--- src/rtl/arch_defs_pkg.sv ---
// Architecture-wide definitions shared by the RAM access path.
// Holds the default datapath widths, the arbiter state and owner encodings,
// and the arbitration decision so it can be reused by other requesters.
package arch_defs_pkg;

    localparam int ARCH_DATA_WIDTH = 8;
    localparam int ARCH_ADDR_WIDTH = 8;

    typedef enum logic [1:0] {
        ARB_IDLE,
        ARB_ACCESS,
        ARB_RESP
    } arb_state_t;

    typedef enum logic {
        OWNER_CPU,
        OWNER_LDR
    } arb_owner_t;

    // The CPU has fixed priority. The loader wins when it is the only
    // requester, or when it has been passed over often enough to be starved.
    function automatic arb_owner_t arb_pick(
        input logic cpu_req,
        input logic ldr_req,
        input logic ldr_starved
    );
        arb_owner_t winner;
        winner = OWNER_CPU;
        if (ldr_req && (!cpu_req || ldr_starved)) begin
            winner = OWNER_LDR;
        end
        return winner;
    endfunction

endpackage

--- src/rtl/ram_access_arbiter.sv ---
// Purpose     : shares the single-port main RAM between the CPU and the program/debug loader.
// Latency     : fixed 3-cycle transaction; req seen in IDLE at cycle N -> ack in cycle N+2.
// Backpressure: a requester holds req until its one-cycle ack; the loser simply waits for the next IDLE.
//
// Ports
//   clk, reset                       clock and synchronous active-high reset
//   cpu_req/we/addr/wdata            CPU request; cpu_ack/cpu_rdata completion and read data
//   ldr_req/we/addr/wdata            loader request; ldr_ack/ldr_rdata completion and read data
//   ram_we/addr/wdata, ram_rdata     RAM port; ram_rdata has a 1-cycle synchronous latency
//   busy                             high while a transaction is in ACCESS or RESP
//   owner                            0 = CPU, 1 = loader; owner of the current or last grant
module ram_access_arbiter
    import arch_defs_pkg::*;
#(
    parameter int DATA_WIDTH   = ARCH_DATA_WIDTH,
    parameter int ADDR_WIDTH   = ARCH_ADDR_WIDTH,
    parameter int STARVE_LIMIT = 4
) (
    input  logic                  clk,
    input  logic                  reset,

    input  logic                  cpu_req,
    input  logic                  cpu_we,
    input  logic [ADDR_WIDTH-1:0] cpu_addr,
    input  logic [DATA_WIDTH-1:0] cpu_wdata,
    output logic                  cpu_ack,
    output logic [DATA_WIDTH-1:0] cpu_rdata,

    input  logic                  ldr_req,
    input  logic                  ldr_we,
    input  logic [ADDR_WIDTH-1:0] ldr_addr,
    input  logic [DATA_WIDTH-1:0] ldr_wdata,
    output logic                  ldr_ack,
    output logic [DATA_WIDTH-1:0] ldr_rdata,

    output logic                  ram_we,
    output logic [ADDR_WIDTH-1:0] ram_addr,
    output logic [DATA_WIDTH-1:0] ram_wdata,
    input  logic [DATA_WIDTH-1:0] ram_rdata,

    output logic                  busy,
    output logic                  owner
);

    // Counter must be able to hold STARVE_LIMIT itself (saturation value).
    localparam int CNT_W = (STARVE_LIMIT < 1) ? 1 : $clog2(STARVE_LIMIT + 1);
    localparam logic [CNT_W-1:0] CNT_MAX = CNT_W'(STARVE_LIMIT);

    arb_state_t            state_q,      state_d;
    arb_owner_t            owner_q,      owner_d;
    logic                  we_q,         we_d;
    logic [ADDR_WIDTH-1:0] addr_q,       addr_d;
    logic [DATA_WIDTH-1:0] wdata_q,      wdata_d;
    logic [CNT_W-1:0]      starve_cnt_q, starve_cnt_d;

    arb_owner_t            winner;

    // ------------------------------------------------------------------
    // Next-state, request latch and starvation counter
    // ------------------------------------------------------------------
    always_comb begin
        state_d      = state_q;
        owner_d      = owner_q;
        we_d         = we_q;
        addr_d       = addr_q;
        wdata_d      = wdata_q;
        starve_cnt_d = starve_cnt_q;
        winner       = arb_pick(cpu_req, ldr_req, starve_cnt_q == CNT_MAX);

        unique case (state_q)
            ARB_IDLE: begin
                if (cpu_req || ldr_req) begin
                    state_d = ARB_ACCESS;
                    owner_d = winner;
                    // Inline 2:1 request mux; the latched copy decouples the
                    // RAM port from requester inputs for the rest of the
                    // transaction.
                    if (winner == OWNER_LDR) begin
                        we_d         = ldr_we;
                        addr_d       = ldr_addr;
                        wdata_d      = ldr_wdata;
                        starve_cnt_d = '0;
                    end else begin
                        we_d    = cpu_we;
                        addr_d  = cpu_addr;
                        wdata_d = cpu_wdata;
                        if (ldr_req && (starve_cnt_q != CNT_MAX)) begin
                            starve_cnt_d = starve_cnt_q + 1'b1;
                        end
                    end
                end
                // A loader that is not asking has nothing to be starved of.
                if (!ldr_req) begin
                    starve_cnt_d = '0;
                end
            end
            ARB_ACCESS: state_d = ARB_RESP;
            ARB_RESP:   state_d = ARB_IDLE;
            default:    state_d = ARB_IDLE;
        endcase
    end

    always_ff @(posedge clk) begin
        if (reset) begin
            state_q      <= ARB_IDLE;
            owner_q      <= OWNER_CPU;
            we_q         <= 1'b0;
            addr_q       <= '0;
            wdata_q      <= '0;
            starve_cnt_q <= '0;
        end else begin
            state_q      <= state_d;
            owner_q      <= owner_d;
            we_q         <= we_d;
            addr_q       <= addr_d;
            wdata_q      <= wdata_d;
            starve_cnt_q <= starve_cnt_d;
        end
    end

    // ------------------------------------------------------------------
    // Output decode: only state and latched values, never the req inputs.
    // ------------------------------------------------------------------
    always_comb begin
        ram_we    = (state_q == ARB_ACCESS) && we_q;
        ram_addr  = addr_q;
        ram_wdata = wdata_q;
        busy      = (state_q != ARB_IDLE);
        owner     = (owner_q == OWNER_LDR);
        cpu_ack   = (state_q == ARB_RESP) && (owner_q == OWNER_CPU);
        ldr_ack   = (state_q == ARB_RESP) && (owner_q == OWNER_LDR);
        // RAM read data is only forwarded to the acknowledged requester so
        // the rdata outputs read as zero whenever no response is in flight.
        cpu_rdata = cpu_ack ? ram_rdata : '0;
        ldr_rdata = ldr_ack ? ram_rdata : '0;
    end

endmodule

--- config.mk ---
export PLATFORM = sky130hd
export DESIGN_NAME = ram_access_arbiter
export DESIGN_NICKNAME = d
export VERILOG_FILES = /design/src/rtl/arch_defs_pkg.sv /design/src/rtl/ram_access_arbiter.sv
export SDC_FILE = /design/constraint.sdc
export NUM_CORES = 1
export LEC_CHECK = 0
export CORE_UTILIZATION = 37
export CTS_BUF_LIST = sky130_fd_sc_hd__clkbuf_4 sky130_fd_sc_hd__clkbuf_8
export DETAILED_ROUTE_END_ITERATION = 10
export GPL_ROUTABILITY_DRIVEN = 0
export GPL_TIMING_DRIVEN = 0
export PLACE_DENSITY = 0.85
export SYNTH_ARGS = -nofsm -noshare
export SYNTH_HDL_FRONTEND = slang
export SYNTH_SLANG_ARGS = --single-unit
--- constraint.sdc ---
create_clock -name clk -period 1.8 [get_ports clk]
set_input_delay 0.36 -clock clk [delete_from_list [all_inputs] [get_ports clk]]
set_output_delay 0.36 -clock clk [all_outputs]
set_load 0.05 [all_outputs]
# == Word level (Yosys, flattened, before mapping) ==
# Index checks and enable logic that the tools add are counted.
# word_totals
register_bits,23
input_bits,46
output_inout_bits,37
wordCells,39
# op_classes
add_sub_neg,1
n_eq_ne,7
n_mux,12
bitwise,1
n_reduce_logical,12
# ops
cell,n
two-way mux 8 bit,4
two-way mux 3 bit,4
logical AND 1 bit,5
one-hot mux 2 bit (2 select lines),1
adder 3 x 1 -> 3 bit (second input constant),1
== test 3 bit (second input constant),1
inequality test 3 x 1 -> 1 bit (second input constant),1
inequality test 3 bit (second input constant),1
AND reduction 3 bit,1
== test 2 x 1 -> 1 bit (second input constant),1
== test 2 bit (second input constant),1
logical NOT 2 bit,1
logical OR 1 bit,2
two-way mux 1 bit,2
two-way mux 2 bit,1
inequality test 2 x 1 -> 1 bit (second input constant),1
inequality test 2 bit (second input constant),1
AND reduction 2 bit,1
nonzero test 2 bit,1
logical NOT 1 bit,1
NOT 1 bit,1

# == Longest topological paths before layout ==
# depth
word_depth,7
ltp_mapped,7

# == Worst setup path after synthesis ==
# No wires, ideal clock.
# synth_timing
kind,flip-flop to output port
start,"reg owner_q, in the netlist owner"
end,out ldr_rdata[0]
arrival_ps,1962
required_time_ps,1440
setup_slack_ps,-522
path_stages_with_launch,4
n_path_buf,1
path_cell_list,dfxtp_1 and3b_1 clkbuf_1 and2_1
# synth_between
elab_chain_cells,2
# synth_lines
item,line,text
from (decl),ram_access_arbiter.sv:50,"arb_owner_t owner_q, owner_d;"
from (signal assigned),ram_access_arbiter.sv:113,owner_q <= owner_d;
logical AND 1 bit,ram_access_arbiter.sv:131,ldr_ack = (state_q == ARB_RESP) && (owner_q == OWNER_LDR);
named net ldr_ack,ram_access_arbiter.sv:33,"output logic ldr_ack,"
two-way mux 8 bit,ram_access_arbiter.sv:135,ldr_rdata = ldr_ack ? ram_rdata : '0;
to (decl),ram_access_arbiter.sv:34,"output logic [DATA_WIDTH-1:0] ldr_rdata,"
# The timed path passes the listed nets, and every way through them passes these cells.

# == Final worst setup path ==
# layout_timing
start,reg state_q[0]
end,out ldr_rdata[4]
# layout_between
elab_chain_cells,3
# layout_lines
item,line,text
from (decl),ram_access_arbiter.sv:49,"arb_state_t state_q, state_d;"
from (signal assigned),ram_access_arbiter.sv:112,state_q <= state_d;
== test 2 bit,ram_access_arbiter.sv:131,
logical AND 1 bit,ram_access_arbiter.sv:131,
two-way mux 8 bit,ram_access_arbiter.sv:135,
# Every way passes these cells.

==> impl_results.rst <==
.. list-table::
   :header-rows: 1

   * - Metric
     - Value
   * - Outcome
     - finished, final reports clean
   * - Peak supply drop
     - 0.357 mV
   * - Clock latency reported for the late side of the worst-skew pair
     - 0.32 ns
   * - Clk pwr share
     - 17.6%
   * - Initial DRC Count
     - 65
   * - Biggest area contributors in the synthesized netlist
     - sky130_fd_sc_hd__dfxtp_1 (36%), sky130_fd_sc_hd__a311oi_1 (11%), sky130_fd_sc_hd__a21oi_1 (8.3%), sky130_fd_sc_hd__and2_1 (7.9%), sky130_fd_sc_hd__nand3_1 (7.1%)
   * - Share of flip-flops with an asynchronous set or reset after synthesis
     - 0%
   * - Nets
     - 289
   * - Power per standard cell area
     - 646 nW/um2
   * - Final wirelength
     - 4.04 mm
   * - Data required time at the worst endpoint
     - 1.44 ns
   * - Launching element type of the critical path
     - register
   * - Cell total after placement
     - 279
   * - Via density per instance
     - 5.38
   * - Biggest area consumer among synthesized cells
     - sky130_fd_sc_hd__dfxtp_1
   * - Commonest non-fill, non-tap cell in the layout
     - sky130_fd_sc_hd__clkdlybuf4s50_1
   * - Switching Share
     - 38.9%
   * - Number of sinks handled by clock tree synthesis
     - 23
   * - Total overflow reported by the global router
     - 0
   * - Least setup slack across all paths after layout
     - 0.0535 ns
   * - Y dimension of the die
     - 60.5 um
   * - Count of final max-slew check failures
     - 0
   * - Effective utilization at floorplan
     - 40.2%
   * - Total inserted antenna cells
     - 0
   * - Average wire length per cell after detail routing
     - 14.2 um
   * - Full die area
     - 3660 um2
   * - Setup violators final
     - 0
   * - Clock-pin slew on the worst setup and hold paths
     - 0.13 ns
   * - Slew at the pin closest to its max-slew limit
     - 0.519 ns
   * - Total count of hold-check failures in the final report
     - 0
   * - All-layer global routing usage
     - 22.5%
   * - TritonCTS clock tree
     - done
   * - Ratio of cells with drive above 1 in the final layout
     - 26.3%
   * - First-pass GRT wire length
     - 6.11 mm
   * - Min Clock Period, post-route
     - 1.75 ns
   * - Setup repair after global routing missed its margin
     - yes
   * - # DRC
     - 0
   * - Setup crit end kind
     - output port
   * - Net Switching
     - 0.000559 W
   * - Max frequency
     - 573 MHz
   * - Area added between synthesis and finish
     - 75.6%
   * - I/O pins
     - 83
   * - Portion of the post-synthesis area used by sequential elements
     - 36.4%
   * - Max-cap violation count
     - 0
   * - Post-placement worst setup slack
     - -0.351 ns
   * - Layout Cells excl Fill
     - 284
   * - Primary FF master, synth
     - sky130_fd_sc_hd__dfxtp_1
   * - Max-slew headroom
     - 65.4%
   * - Clock tree skew after final layout
     - 0.00205 ns
   * - Kind of critical path
     - reg2out
   * - Count of input and output buffers
     - 82
   * - Horizontal die dimension
     - 60.5 um
   * - Antenna violations before repair
     - 0
   * - HPWL reported at the end of detailed placement
     - 2.91 mm
   * - Top library cells by usage in the layout, fill and taps aside
     - sky130_fd_sc_hd__clkdlybuf4s50_1 (45), sky130_fd_sc_hd__a21oi_1 (21), sky130_fd_sc_hd__dfxtp_1 (20)
   * - Instance area after placement
     - 2170 um2
   * - Hold Path Class
     - reg2reg
   * - Internal power component
     - 0.000878 W
   * - Synth warn
     - 0
   * - Post-Synthesis Cells
     - 153
   * - Static leakage power
     - 0.924 nW
   * - Number of search-and-repair iterations in the first detailed-routing pass
     - 4
   * - Setup total negative slack
     - 0 ns
   * - Area fraction of the dominant cell type after synthesis
     - 36.4%
   * - Mean post-synth cell area
     - 8.28 um2
   * - Register share of total power
     - 41.1%
   * - Highest fanout seen on the critical path
     - 9
   * - Post-synthesis cell type count
     - 29
   * - Relative contribution of combinational cells to total power
     - 41.3%
   * - Longest Clk Path Bufs
     - 2
   * - Area of all placed cells without fillers
     - 2220 um2
   * - Maximum number of pins on one net before global-route repair
     - 14
   * - CTS H-tree lvls
     - 1
   * - Arrival time worst endpoint
     - 1.39 ns
   * - Count of standard-cell rows
     - 20
   * - CTS root buffer
     - sky130_fd_sc_hd__clkbuf_4
   * - Period utilization
     - 97.0%
   * - Core area
     - 3150 um2
   * - Post-synthesis instance area
     - 1270 um2
   * - Total clock buffers created by CTS
     - 3
   * - Number of storage elements in the synthesis netlist
     - 23
   * - Remaining antenna violation count after routing
     - 0
   * - Via count of the first global-routing pass
     - 1392
   * - Total via count in the routed design
     - 1528
   * - Count of flip-flops with a built-in enable after synthesis
     - 0
   * - Syn Nets
     - 201
## cell families after synthesis
family	count (synthesis)	share of synthesized area, %
AO/OA/AOI/OAI	59	29.6
adder cells (fa/ha/maj)	2	1.98
buffers and inverters	19	8.40
flip-flops	23	36.4
AND/OR/NAND/NOR	50	23.6
## per-layer routing
layer	wire (um)	global-route usage, %
met3	435	4.48
met4	61	9.74
met2	1870	38.6
met5	0	0
met1	1670	27.3
## worst max-delay path: stages, from the launching register on
cell                      delay, ns
sky130_fd_sc_hd__dfxtp_4       0.41
sky130_fd_sc_hd__and3b_2       0.26
sky130_fd_sc_hd__and2_2        0.20
sky130_fd_sc_hd__buf_4         0.18
## power groups by stage
stage / registers, W / clock network (W) / logic (W)
after floorplan: 0.000746 / 0 / 0.000213
after global placement: 0.000603 / 0 / 0.000599
after detailed placement: 0.000603 / 0 / 0.000606
after CTS: 0.000591 / 0.000254 / 0.000577
after global routing: 0.000598 / 0.000283 / 0.000629
final: 0.000591 / 0.000253 / 0.000593
## synth_stat cells, types with 2 or more instances
cell type and instances:
sky130_fd_sc_hd__dfxtp_1 23, sky130_fd_sc_hd__a21oi_1 21, sky130_fd_sc_hd__nand3_1 18, sky130_fd_sc_hd__o21ai_0 18, sky130_fd_sc_hd__a311oi_1 16, sky130_fd_sc_hd__and2_1 16, sky130_fd_sc_hd__buf_2 7, sky130_fd_sc_hd__clkbuf_1 4
sky130_fd_sc_hd__buf_6 3, sky130_fd_sc_hd__nand2_1 3, sky130_fd_sc_hd__and3b_1 2, sky130_fd_sc_hd__ha_1 2, sky130_fd_sc_hd__inv_1 2, sky130_fd_sc_hd__inv_2 2, sky130_fd_sc_hd__nand4_1 2
## worst paths after layout
path,from,end,slack [ns],cells past startpoint
setup / recovery,state_q[0],ldr_rdata[4],0.05,3
hold / removal,state_q[1],state_q[1],0.48,1
setup reg to reg,starve_cnt_q[0],ram_addr[6],0.24,6
hold reg to reg,state_q[1],state_q[1],0.48,1
## flip-flops by register name, summed over array words and instances, names as in the netlist
| name | cells |
|---|---|
| we_q | 1 |
| ram_wdata | 8 |
| state_q | 2 |
| ram_addr | 8 |
| owner | 1 |
| starve_cnt_q | 3 |
## cell type report
cell class	instances	area (um2)
repair buffers	84	832
inverters	4	15.0
clock inverters	1	5.00
fillers	284	930
multi-input cells	111	737
well taps	44	55.1
plain buffers	14	87.6
flip-flops and latches	23	469
clock buffers	3	22.5
## through the flow
step / total power, W / hold WS (ns) / utilization (%)
after floorplan: 0.000959 / 0.432 / -
after global placement: 0.00120 / 0.459 / 68.8
after detailed placement: 0.00121 / 0.465 / 68.8
after CTS: 0.00142 / 0.483 / 68.0
after global routing: 0.00151 / 0.499 / 70.5
final: 0.00144 / 0.479 / 70.5
## timing repair
action / in CTS / in global routing
buffers inserted: 2 / 0
cloned: 0 / 0
pin swaps: 0 / 7
hold buffers: 0 / 0
resized for setup: 123 / 44
setup endpoints to repair: 37 / 18
hold endpoints to repair: 0 / 0
No activity file was read; power rests on OpenSTA's default activity.
